--- src/rtl/mem_port_arbiter_pkg.sv ---
// Shared definitions for the byte-serial RAM port arbiter: FSM states,
// owner codes, load/store funct3 encodings and the byte-count decode.
package mem_port_arbiter_pkg;

  typedef enum logic [1:0] {
    ST_IDLE   = 2'd0,
    ST_READ   = 2'd1,
    ST_WRITE  = 2'd2,
    ST_FINISH = 2'd3
  } state_t;

  typedef enum logic [1:0] {
    OWNER_NONE = 2'd0,
    OWNER_IF   = 2'd1,
    OWNER_MEM  = 2'd2
  } owner_t;

  localparam logic [2:0] LB  = 3'b000;
  localparam logic [2:0] LH  = 3'b001;
  localparam logic [2:0] LW  = 3'b010;
  localparam logic [2:0] LBU = 3'b100;
  localparam logic [2:0] LHU = 3'b101;
  localparam logic [2:0] SB  = 3'b000;
  localparam logic [2:0] SH  = 3'b001;
  localparam logic [2:0] SW  = 3'b010;

  function automatic logic [2:0] funct3_nbytes(input logic [2:0] f3);
    case (f3[1:0])
      2'b00:   return 3'd1;
      2'b01:   return 3'd2;
      default: return 3'd4;
    endcase
  endfunction

endpackage

--- src/rtl/mem_port_arbiter_byte_assembler.sv ---
// Combinational sign/zero extension of 1, 2 or 4 little-endian captured bytes.
module byte_assembler #(
  parameter int DATA_W = 32
) (
  input  logic [DATA_W-1:0] i_bytes,
  input  logic [2:0]        i_nbytes,
  input  logic              i_sign,
  output logic [DATA_W-1:0] o_word
);

  always_comb begin
    o_word = i_bytes;
    case (i_nbytes)
      3'd1:    o_word = {{(DATA_W-8){i_sign & i_bytes[7]}}, i_bytes[7:0]};
      3'd2:    o_word = {{(DATA_W-16){i_sign & i_bytes[15]}}, i_bytes[15:0]};
      default: o_word = i_bytes;
    endcase
  end

endmodule

--- src/rtl/mem_port_arbiter.sv ---
// Shares one byte-wide RAM port between instruction fetch and load/store,
// serialising each request into 1/2/4 byte cycles (MEM has priority).
module mem_port_arbiter
  import mem_port_arbiter_pkg::*;
#(
  parameter int ADDR_W = 32,
  parameter int DATA_W = 32
) (
  input  logic              i_clk,
  input  logic              i_rst_n,
  input  logic              i_rdy,
  input  logic              i_if_req,
  input  logic [ADDR_W-1:0] i_if_addr,
  input  logic              i_if_cancel,
  output logic              o_if_done,
  output logic [DATA_W-1:0] o_if_inst,
  input  logic              i_mem_req,
  input  logic              i_mem_we,
  input  logic [2:0]        i_mem_funct3,
  input  logic [ADDR_W-1:0] i_mem_addr,
  input  logic [DATA_W-1:0] i_mem_wdata,
  output logic              o_mem_done,
  output logic [DATA_W-1:0] o_mem_rdata,
  output logic [ADDR_W-1:0] o_ram_a,
  output logic              o_ram_wr,
  output logic [7:0]        o_ram_dout,
  input  logic [7:0]        i_ram_din,
  output logic              o_busy
);

  state_t              r_state, w_state_nxt;
  owner_t              r_owner;
  logic [2:0]          r_cnt;
  logic [2:0]          r_n;
  logic                r_sign;
  logic                r_we;
  logic [ADDR_W-1:0]   r_addr;
  logic [DATA_W-1:0]   r_wdata;
  logic [DATA_W-1:0]   r_data;

  logic                w_accept_mem;
  logic                w_accept_if;
  logic                w_if_abort;
  logic [1:0]          w_cap_idx;
  logic [ADDR_W-1:0]   w_cur_addr;
  logic [DATA_W-1:0]   w_word;

  assign w_accept_mem = (r_state == ST_IDLE) && i_mem_req;
  assign w_accept_if  = (r_state == ST_IDLE) && !i_mem_req && i_if_req && !i_if_cancel;
  assign w_if_abort   = i_rdy && i_if_cancel && (r_owner == OWNER_IF) &&
                        ((r_state == ST_READ) || (r_state == ST_FINISH));
  // Byte k arrives one cycle after its address, so capture lags the counter by one.
  assign w_cap_idx    = r_cnt[1:0] - 2'd1;
  assign w_cur_addr   = r_addr + ADDR_W'(r_cnt);

  byte_assembler #(.DATA_W(DATA_W)) u_byte_assembler (
    .i_bytes  (r_data),
    .i_nbytes (r_n),
    .i_sign   (r_sign),
    .o_word   (w_word)
  );

  always_ff @(posedge i_clk or negedge i_rst_n) begin
    if (!i_rst_n) r_state <= ST_IDLE;
    else          r_state <= w_state_nxt;
  end

  always_comb begin
    w_state_nxt = r_state;
    case (r_state)
      ST_IDLE: begin
        if (i_rdy && w_accept_mem)     w_state_nxt = i_mem_we ? ST_WRITE : ST_READ;
        else if (i_rdy && w_accept_if) w_state_nxt = ST_READ;
      end
      ST_READ: begin
        if (w_if_abort)                   w_state_nxt = ST_IDLE;
        else if (i_rdy && (r_cnt == r_n)) w_state_nxt = ST_FINISH;
      end
      ST_WRITE: begin
        if (i_rdy && (r_cnt == r_n - 3'd1)) w_state_nxt = ST_FINISH;
      end
      ST_FINISH: begin
        if (i_rdy) w_state_nxt = ST_IDLE;
      end
      default: w_state_nxt = ST_IDLE;
    endcase
  end

  always_comb begin
    o_ram_a     = '0;
    o_ram_wr    = 1'b0;
    o_ram_dout  = '0;
    o_mem_done  = 1'b0;
    o_mem_rdata = '0;
    o_if_done   = 1'b0;
    o_if_inst   = '0;
    o_busy      = (r_state != ST_IDLE);
    case (r_state)
      ST_READ: begin
        if (r_cnt < r_n) o_ram_a = w_cur_addr;
      end
      ST_WRITE: begin
        o_ram_a    = w_cur_addr;
        o_ram_wr   = i_rdy;
        o_ram_dout = r_wdata[{r_cnt[1:0], 3'b000} +: 8];
      end
      ST_FINISH: begin
        if (r_owner == OWNER_MEM) begin
          o_mem_done  = i_rdy;
          o_mem_rdata = w_word;
        end else if (r_owner == OWNER_IF) begin
          o_if_done = i_rdy && !i_if_cancel;
          o_if_inst = w_word;
        end
      end
      default: ;
    endcase
  end

  always_ff @(posedge i_clk or negedge i_rst_n) begin
    if (!i_rst_n) begin
      r_owner <= OWNER_NONE;
      r_cnt   <= '0;
      r_n     <= '0;
      r_sign  <= 1'b0;
      r_we    <= 1'b0;
      r_addr  <= '0;
      r_wdata <= '0;
      r_data  <= '0;
    end else if (i_rdy) begin
      case (r_state)
        ST_IDLE: begin
          if (w_accept_mem) begin
            r_owner <= OWNER_MEM;
            r_cnt   <= '0;
            r_n     <= funct3_nbytes(i_mem_funct3);
            r_sign  <= !i_mem_funct3[2];
            r_we    <= i_mem_we;
            r_addr  <= i_mem_addr;
            r_wdata <= i_mem_wdata;
            r_data  <= '0;
          end else if (w_accept_if) begin
            r_owner <= OWNER_IF;
            r_cnt   <= '0;
            r_n     <= 3'd4;
            r_sign  <= 1'b0;
            r_we    <= 1'b0;
            r_addr  <= i_if_addr;
            r_wdata <= '0;
            r_data  <= '0;
          end
        end
        ST_READ: begin
          r_cnt <= r_cnt + 3'd1;
          if (r_cnt != 3'd0) r_data[{w_cap_idx, 3'b000} +: 8] <= i_ram_din;
        end
        ST_WRITE:  r_cnt <= r_cnt + 3'd1;
        ST_FINISH: r_owner <= OWNER_NONE;
        default: ;
      endcase
      if (w_if_abort) r_owner <= OWNER_NONE;
    end
  end

endmodule

--- config.mk ---
export PLATFORM = sky130hd
export DESIGN_NAME = mem_port_arbiter
export DESIGN_NICKNAME = d
export VERILOG_FILES = /design/src/rtl/mem_port_arbiter_pkg.sv /design/src/rtl/mem_port_arbiter_byte_assembler.sv /design/src/rtl/mem_port_arbiter.sv
export SDC_FILE = /design/constraint.sdc
export NUM_CORES = 1
export LEC_CHECK = 0
export ABC_CLOCK_PERIOD_IN_PS = 5000
export CORE_UTILIZATION = 40
export DETAILED_ROUTE_END_ITERATION = 10
export PLACE_DENSITY = 0.73
export SLEW_MARGIN = 20
export SYNTH_ARGS = -nofsm -noshare
export SYNTH_HDL_FRONTEND = slang
export SYNTH_SLANG_ARGS = --single-unit
--- constraint.sdc ---
create_clock -name i_clk -period 5 [get_ports i_clk]
set_clock_uncertainty 0.1 [all_clocks]
set_input_delay 1 -clock i_clk [delete_from_list [all_inputs] [get_ports i_clk]]
set_output_delay 1 -clock i_clk [all_outputs]
set_load 0.05 [all_outputs]
==> results of run 1 <==
==> sequential cells by signal, summed over array words and instances, names as in the netlist <==
name     cells
r_addr      32
r_cnt        3
r_data      32
r_n          3
r_owner      2
r_sign       1
r_state      2
r_wdata     32
==> through the flow <==
stage	util, %	total power (W)	hold slack [ns]	setup slack (ns)	std cells
after floorplan	-	0.00319	0.354	0.979	668
after global placement	56.8	0.00397	0.373	0.984	1075
after detailed placement	56.8	0.00400	0.380	0.959	1075
after CTS	58.9	0.00477	0.398	0.573	1091
after global routing	58.9	0.00506	0.412	0.415	1091
final	58.9	0.00473	0.392	0.586	1091
==> cells by family after synthesis <==
logic type | after synthesis
muxes | 51
AOI/OAI and AO/OA | 142
adders and majority gates | 20
buffers and inverters | 52
DFF | 107
xor gates and xnor gates | 25
and+or+nand+nor | 271
==> cell usage in the layout (no fill, tap or decap), drive strengths merged, types with 13 or more instances in the layout <==
cell type        n
clkdlybuf4s50  208
nand3           17
mux2i           33
nor2            94
nand2           62
xnor2           20
and2            22
ha              19
dfrtp          107
nor2b           22
clkbuf          13
inv             16
a21oi           20
o21ai           44
buf             25
a22o            58
==> where the power goes <==
group	switching (W)	internal, W	total, W
sequential	0.000291	0.00120	0.00149
clock	0.000317	0.000431	0.000748
combinational	0.00149	0.00101	0.00250
==> routing by layer <==
layer / GRT usage, % / vias to the layer above / wire [um]
met2: 37.9 / 173 / 8460
met3: 5.57 / 13 / 1200
met4: 5.25 / 0 / 214
li1: - / 2775 / -
met5: 0 / - / 0
met1: 29.2 / 2757 / 7850
==> path summary, 6_finish.rpt <==
path | depth (start not counted) | start | end | slack (ns)
max | 7 | r_cnt[2] | o_ram_a[23] | 0.59
min reg2reg | 2 | r_addr[0] | r_addr[0] | 0.39
min in group asynchronous | 1 | i_rst_n | r_addr[28] | 0.43
max in group asynchronous | 2 | i_rst_n | r_wdata[5] | 3.52
max reg2reg | 7 | r_cnt[0] | r_data[27] | 2.09
min | 2 | r_addr[0] | r_addr[0] | 0.39
==> worst max-delay path, delay by kind of cell, from the launching register on <==
family | cells | cell delay (ns)
AND/OR/NAND/NOR | 3 | 1.05
buffers and inverters | 1 | 0.82
flip-flops | 1 | 0.44
adder cells (fa/ha/maj) | 1 | 0.37
XOR/XNOR | 1 | 0.18
AO/OA/AOI/OAI | 1 | 0.10
==> cell type report <==
cell class / instances / area, sq um / area share (%)
clock buffers: 13 / 270 / 3.01
clock inverters: 3 / 43.8 / 0.487
inverters: 15 / 56.3 / 0.626
multi-input cells: 509 / 3400 / 37.8
flip-flops and latches: 107 / 2680 / 29.8
well taps: 211 / 264 / 2.94
repair buffers: 233 / 2280 / 25.4
==> results.toml, run 1 <==
[outcome]
status = "finished clean"

[clocking]
clockBufferDepth = 2
cts-buffers-inserted = 9
htree_levels = 3
clk_pin_slew_ns = 0.07
cts_resized = 0
clock-root-buffer = "clkbuf_16"
cts_tree = "yes"
cts_setup_buffers = 0
clkSinkCount = 107
ctsHoldBuffers = 0
clk_latency_ns = 0.35

[synth]
synthesis.nets = 802
ys_seq_area_share_pct = 42.7
yosys_most_used_dff = "dfrtp_1"
synth.cells.most_frequent = "dfrtp_1, nor2_1, nand2_1, a22o_1, o21ai_0"
synthTopCellsByArea = "dfrtp_1, a22o_1, nor2_1, mux2i_1, ha_1"
synth_edf_count = 0
synthMuxAreaShare_pct = 9.95
synth_top_family_by_area = "simple AND/OR/NAND/NOR gates"
netlist_area_sq_um = 6260
yosysTopAreaCell = "dfrtp_1"
synth.avg_cell_area_sq_um = 9.38
yosysMostFrequentCell = "dfrtp_1"
synthArstFlopShare_pct = 100
synthSimpleGateAreaFrac_pct = 20.9
synthCells = 668
netlist.area_leader.share_pct = 42.7
ys_types = 46
synth_compound_area_share_pct = 15.6
synth-seq-cells = 107
synthAdderAreaFrac_pct = 4.12
synth_xor_xnor_area_share_pct = 3.50
ys_warn_count = 0

[final_layout]
drive_gt1_share_pct = 7.50
design_area_sq_um = 8990
fillers = 1366
area_growth_syn_to_layout_pct = 43.5
nNetsFinal = 1009
n_antenna_cell = 0

[grt]
grt_first_pass_wirelength_mm = 28.3
overflow = 0
grtUsageTotal_pct = 22.5
grt_max_degree = 89
grt_pass1_vias = 5518
antenna_found_initial = 0

[routing]
wirelength_mm = 17.7
antenna_left = 0
wl_per_cell_um = 16.2
first_iter_violations = 359
drc_errors = 0
vias = 5718
dr.pass1.iters = 4
drt-vias-per-instance = 5.24

[timing]
fin_tns_setup_ns = 0
period_share_pct = 88.3
setup_viol = 0
timing.fmax_mhz = 227
slew_headroom_pct = 33.2
slew_violations = 0
worst_pin_slew_ns = 0.999
hold_violations = 0
min_period_ns = 4.41
rsz0062_at_grt = "false"

[hold_path]
hold_path.class = "flop to flop"

[worst_setup_path]
cp.required_ns = 3.90
path_cells = "ha_1 > a21oi_1 > and2_1 > or4_1 > xnor2_1 > nor2_1 > clkdlybuf4s50_1"
cp_slowest_cell = "clkdlybuf4s50_1"
critPathCaptureType = "primary output"
crit_path_start_kind = "flop"
cp_max_fo = 9
critPathArrivalTime_ns = 3.31
critPathKind = "flop to primary output"
critical-path-max-stage-delay_ns = 0.82

[pwr]
power.density_nw_per_um2 = 527
leakage_nw = 3.83
ir_worst_vdd_mv = 0.324

[die]
die_w_um = 127
die_h_um = 127
dieArea_sq_um = 16200
io_pins = 222
initial_utilization_pct = 41.0
coreArea_sq_um = 15300
num_rows = 45

[placed_design]
port_buffers = 221
finalWeightedCongestion = 0.871
postPlaceCellArea_sq_um = 8670
post-dp-hpwl_mm = 13.3

[job]
cap_violations = 0
(Power assumes the default switching activity.)
==> run 2, diff against run 1 <==
--- a/config.mk
+++ b/config.mk
@@ -6,8 +6,11 @@
 export NUM_CORES = 1
 export LEC_CHECK = 0
 export ABC_CLOCK_PERIOD_IN_PS = 5000
+export CORE_MARGIN = 3
 export CORE_UTILIZATION = 40
+export CTS_BUF_LIST = sky130_fd_sc_hd__clkbuf_4 sky130_fd_sc_hd__clkbuf_8
 export DETAILED_ROUTE_END_ITERATION = 10
+export GPL_ROUTABILITY_DRIVEN = 0
 export PLACE_DENSITY = 0.73
 export SLEW_MARGIN = 20
 export SYNTH_ARGS = -nofsm -noshare
==> run 2 against run 1 <==
  * Combinational power barely moved
  * Hold slack improved by 0.013 ns
  * Flip-flop and latch count unchanged
  * Final cell count down 0.18%
  * Critical path depth stayed put
  * Power fell by 3.6%
  * Worst setup slack got worse by 0.041 ns
  * Routed wire length increased by 2.9%
==> results.toml, run 2 (synthesis gave the netlist of run 1 again) <==
[pwr]
p_comb_share_pct = 54.4
p_int_w = 0.00250
clkPwrFrac_pct = 13.1
ir_worst_vdd_mv = 0.245
power_frac_seq_pct = 32.5
leakage_nw = 3.78
power.density_nw_per_um2 = 515
switching_share_pct = 45.1
p_sw_w = 0.00206

[clocking]
cts_resized = 0
htree_levels = 3
cts_setup_buffers = 0
clkSinkCount = 107
clock-root-buffer = "clkbuf_8"
clk_pin_slew_ns = 0.10
clk_latency_ns = 0.38
cts_tree = "yes"
ctsHoldBuffers = 0
clockBufferDepth = 2
cts-buffers-inserted = 9

[final_layout]
area_growth_syn_to_layout_pct = 41.6
regArea_sq_um = 2680
final_common_cell = "clkdlybuf4s50_1"
fillers = 1396
multi_input_area_sq_um = 3390
final_cell_mix = "clkdlybuf4s50_1, dfrtp_1, nor2_1"
drive_gt1_share_pct = 7.29
n_antenna_cell = 0
nNetsFinal = 1008
largestRegisters = "r_addr (32), r_data (32), r_wdata (32)"

[die]
io_pins = 222
num_rows = 45
coreArea_sq_um = 15300
initial_utilization_pct = 41.0
dieArea_sq_um = 17200
die_h_um = 131
die_w_um = 131

[timing]
period_share_pct = 89.1
timing.fmax_mhz = 224
slew_violations = 0
whs_ns = 0.405
hold_violations = 0
rsz0062_at_grt = "false"
worst_pin_slew_ns = 1.04
fin_tns_setup_ns = 0
min_period_ns = 4.46
slew_headroom_pct = 30.6
setup_viol = 0

[grt]
grtUsageTotal_pct = 21.3
grt_first_pass_wirelength_mm = 29.7
grt_max_degree = 104
antenna_found_initial = 1
overflow = 0
grt_pass1_vias = 5584

[worst_setup_path]
cp.required_ns = 3.90
cp_max_fo = 9
crit_path_start_kind = "flop"
critPathKind = "flop to primary output"
critPathArrivalTime_ns = 3.36
critPathCaptureType = "primary output"

[job]
cap_violations = 0

[routing]
wirelength_mm = 18.2
drt-vias-per-instance = 5.21
dr.pass1.iters = 4
wl_per_cell_um = 16.7
drc_errors = 0
first_iter_violations = 306
antenna_left = 0
vias = 5671

[placed_design]
post-dp-hpwl_mm = 13.8
port_buffers = 221

[hold_path]
hold_path.class = "flop to flop"

[outcome]
status = "finished clean"
## run 2: cell count changes in the layout (fill, tap and decap cells not counted), sizes merged
cell and delta:
inv -1, bufinv +1, buf -1, clkinv -1
## run 2: final timing paths
check	start	to	slack [ns]	cells after the start
setup / recovery	r_cnt[2]	o_ram_a[23]	0.54	7
hold / removal	r_addr[0]	r_addr[0]	0.41	2
setup reg to reg	r_cnt[0]	r_data[27]	2.01	7
hold reg to reg	r_addr[0]	r_addr[0]	0.41	2
max in group asynchronous	i_rst_n	r_owner[0]	3.36	2
min in group asynchronous	i_rst_n	r_addr[28]	0.56	1
## run 2: per-layer routing
metal | vias to the layer above | track usage, % | part of all wire [%] | wire, um
met5 | - | 0 | 0.071 | 13
met4 | 2 | 6.24 | 1.9 | 355
met3 | 23 | 6.24 | 7.1 | 1290
met2 | 183 | 33.7 | 47 | 8540
met1 | 2692 | 28.6 | 44 | 8040
li1 | 2771 | - | - | -
## run 2: layout make-up
class,instances,area share (%)
inverters,15,0.635
repair buffers,232,25.5
multi-input cells,509,38.2
well taps,211,2.98
clock buffers,13,1.81
clock inverters,2,0.677
flip-flops and latches,107,30.2
## run 2: through the flow
stage          cell area, sq um  std cells  setup WS, ns  util, %  total power (W)
2_1_floorplan              6260        668         0.979        -          0.00319
4_1_cts                    8870       1089         0.518     58.1          0.00460
3_5_place_dp               8650       1074         0.945     56.7          0.00399
3_3_place_gp               8650       1074         0.988     56.7          0.00396
5_1_grt                    8870       1089         0.293     58.1          0.00490
6_report                   8870       1089         0.544     58.1          0.00456
## run 2: worst max-delay path, stage by stage (launching register included)
cell	delay [ns]
dfrtp_1	0.45
ha_1	0.39
a21oi_1	0.10
and2_1	0.27
or4_1	0.68
xnor2_1	0.18
nor2_1	0.09
clkdlybuf4s50_1	0.83
## run 2: power by group through the flow
| stage | logic [W] | registers, W | clock network [W] |
|---|---|---|---|
| 2_1_floorplan | 0.00177 | 0.00142 | 0 |
| 3_3_place_gp | 0.00247 | 0.00148 | 0 |
| 3_5_place_dp | 0.00249 | 0.00150 | 0 |
| 4_1_cts | 0.00250 | 0.00148 | 0.000616 |
| 5_1_grt | 0.00271 | 0.00153 | 0.000650 |
| 6_report | 0.00248 | 0.00148 | 0.000598 |
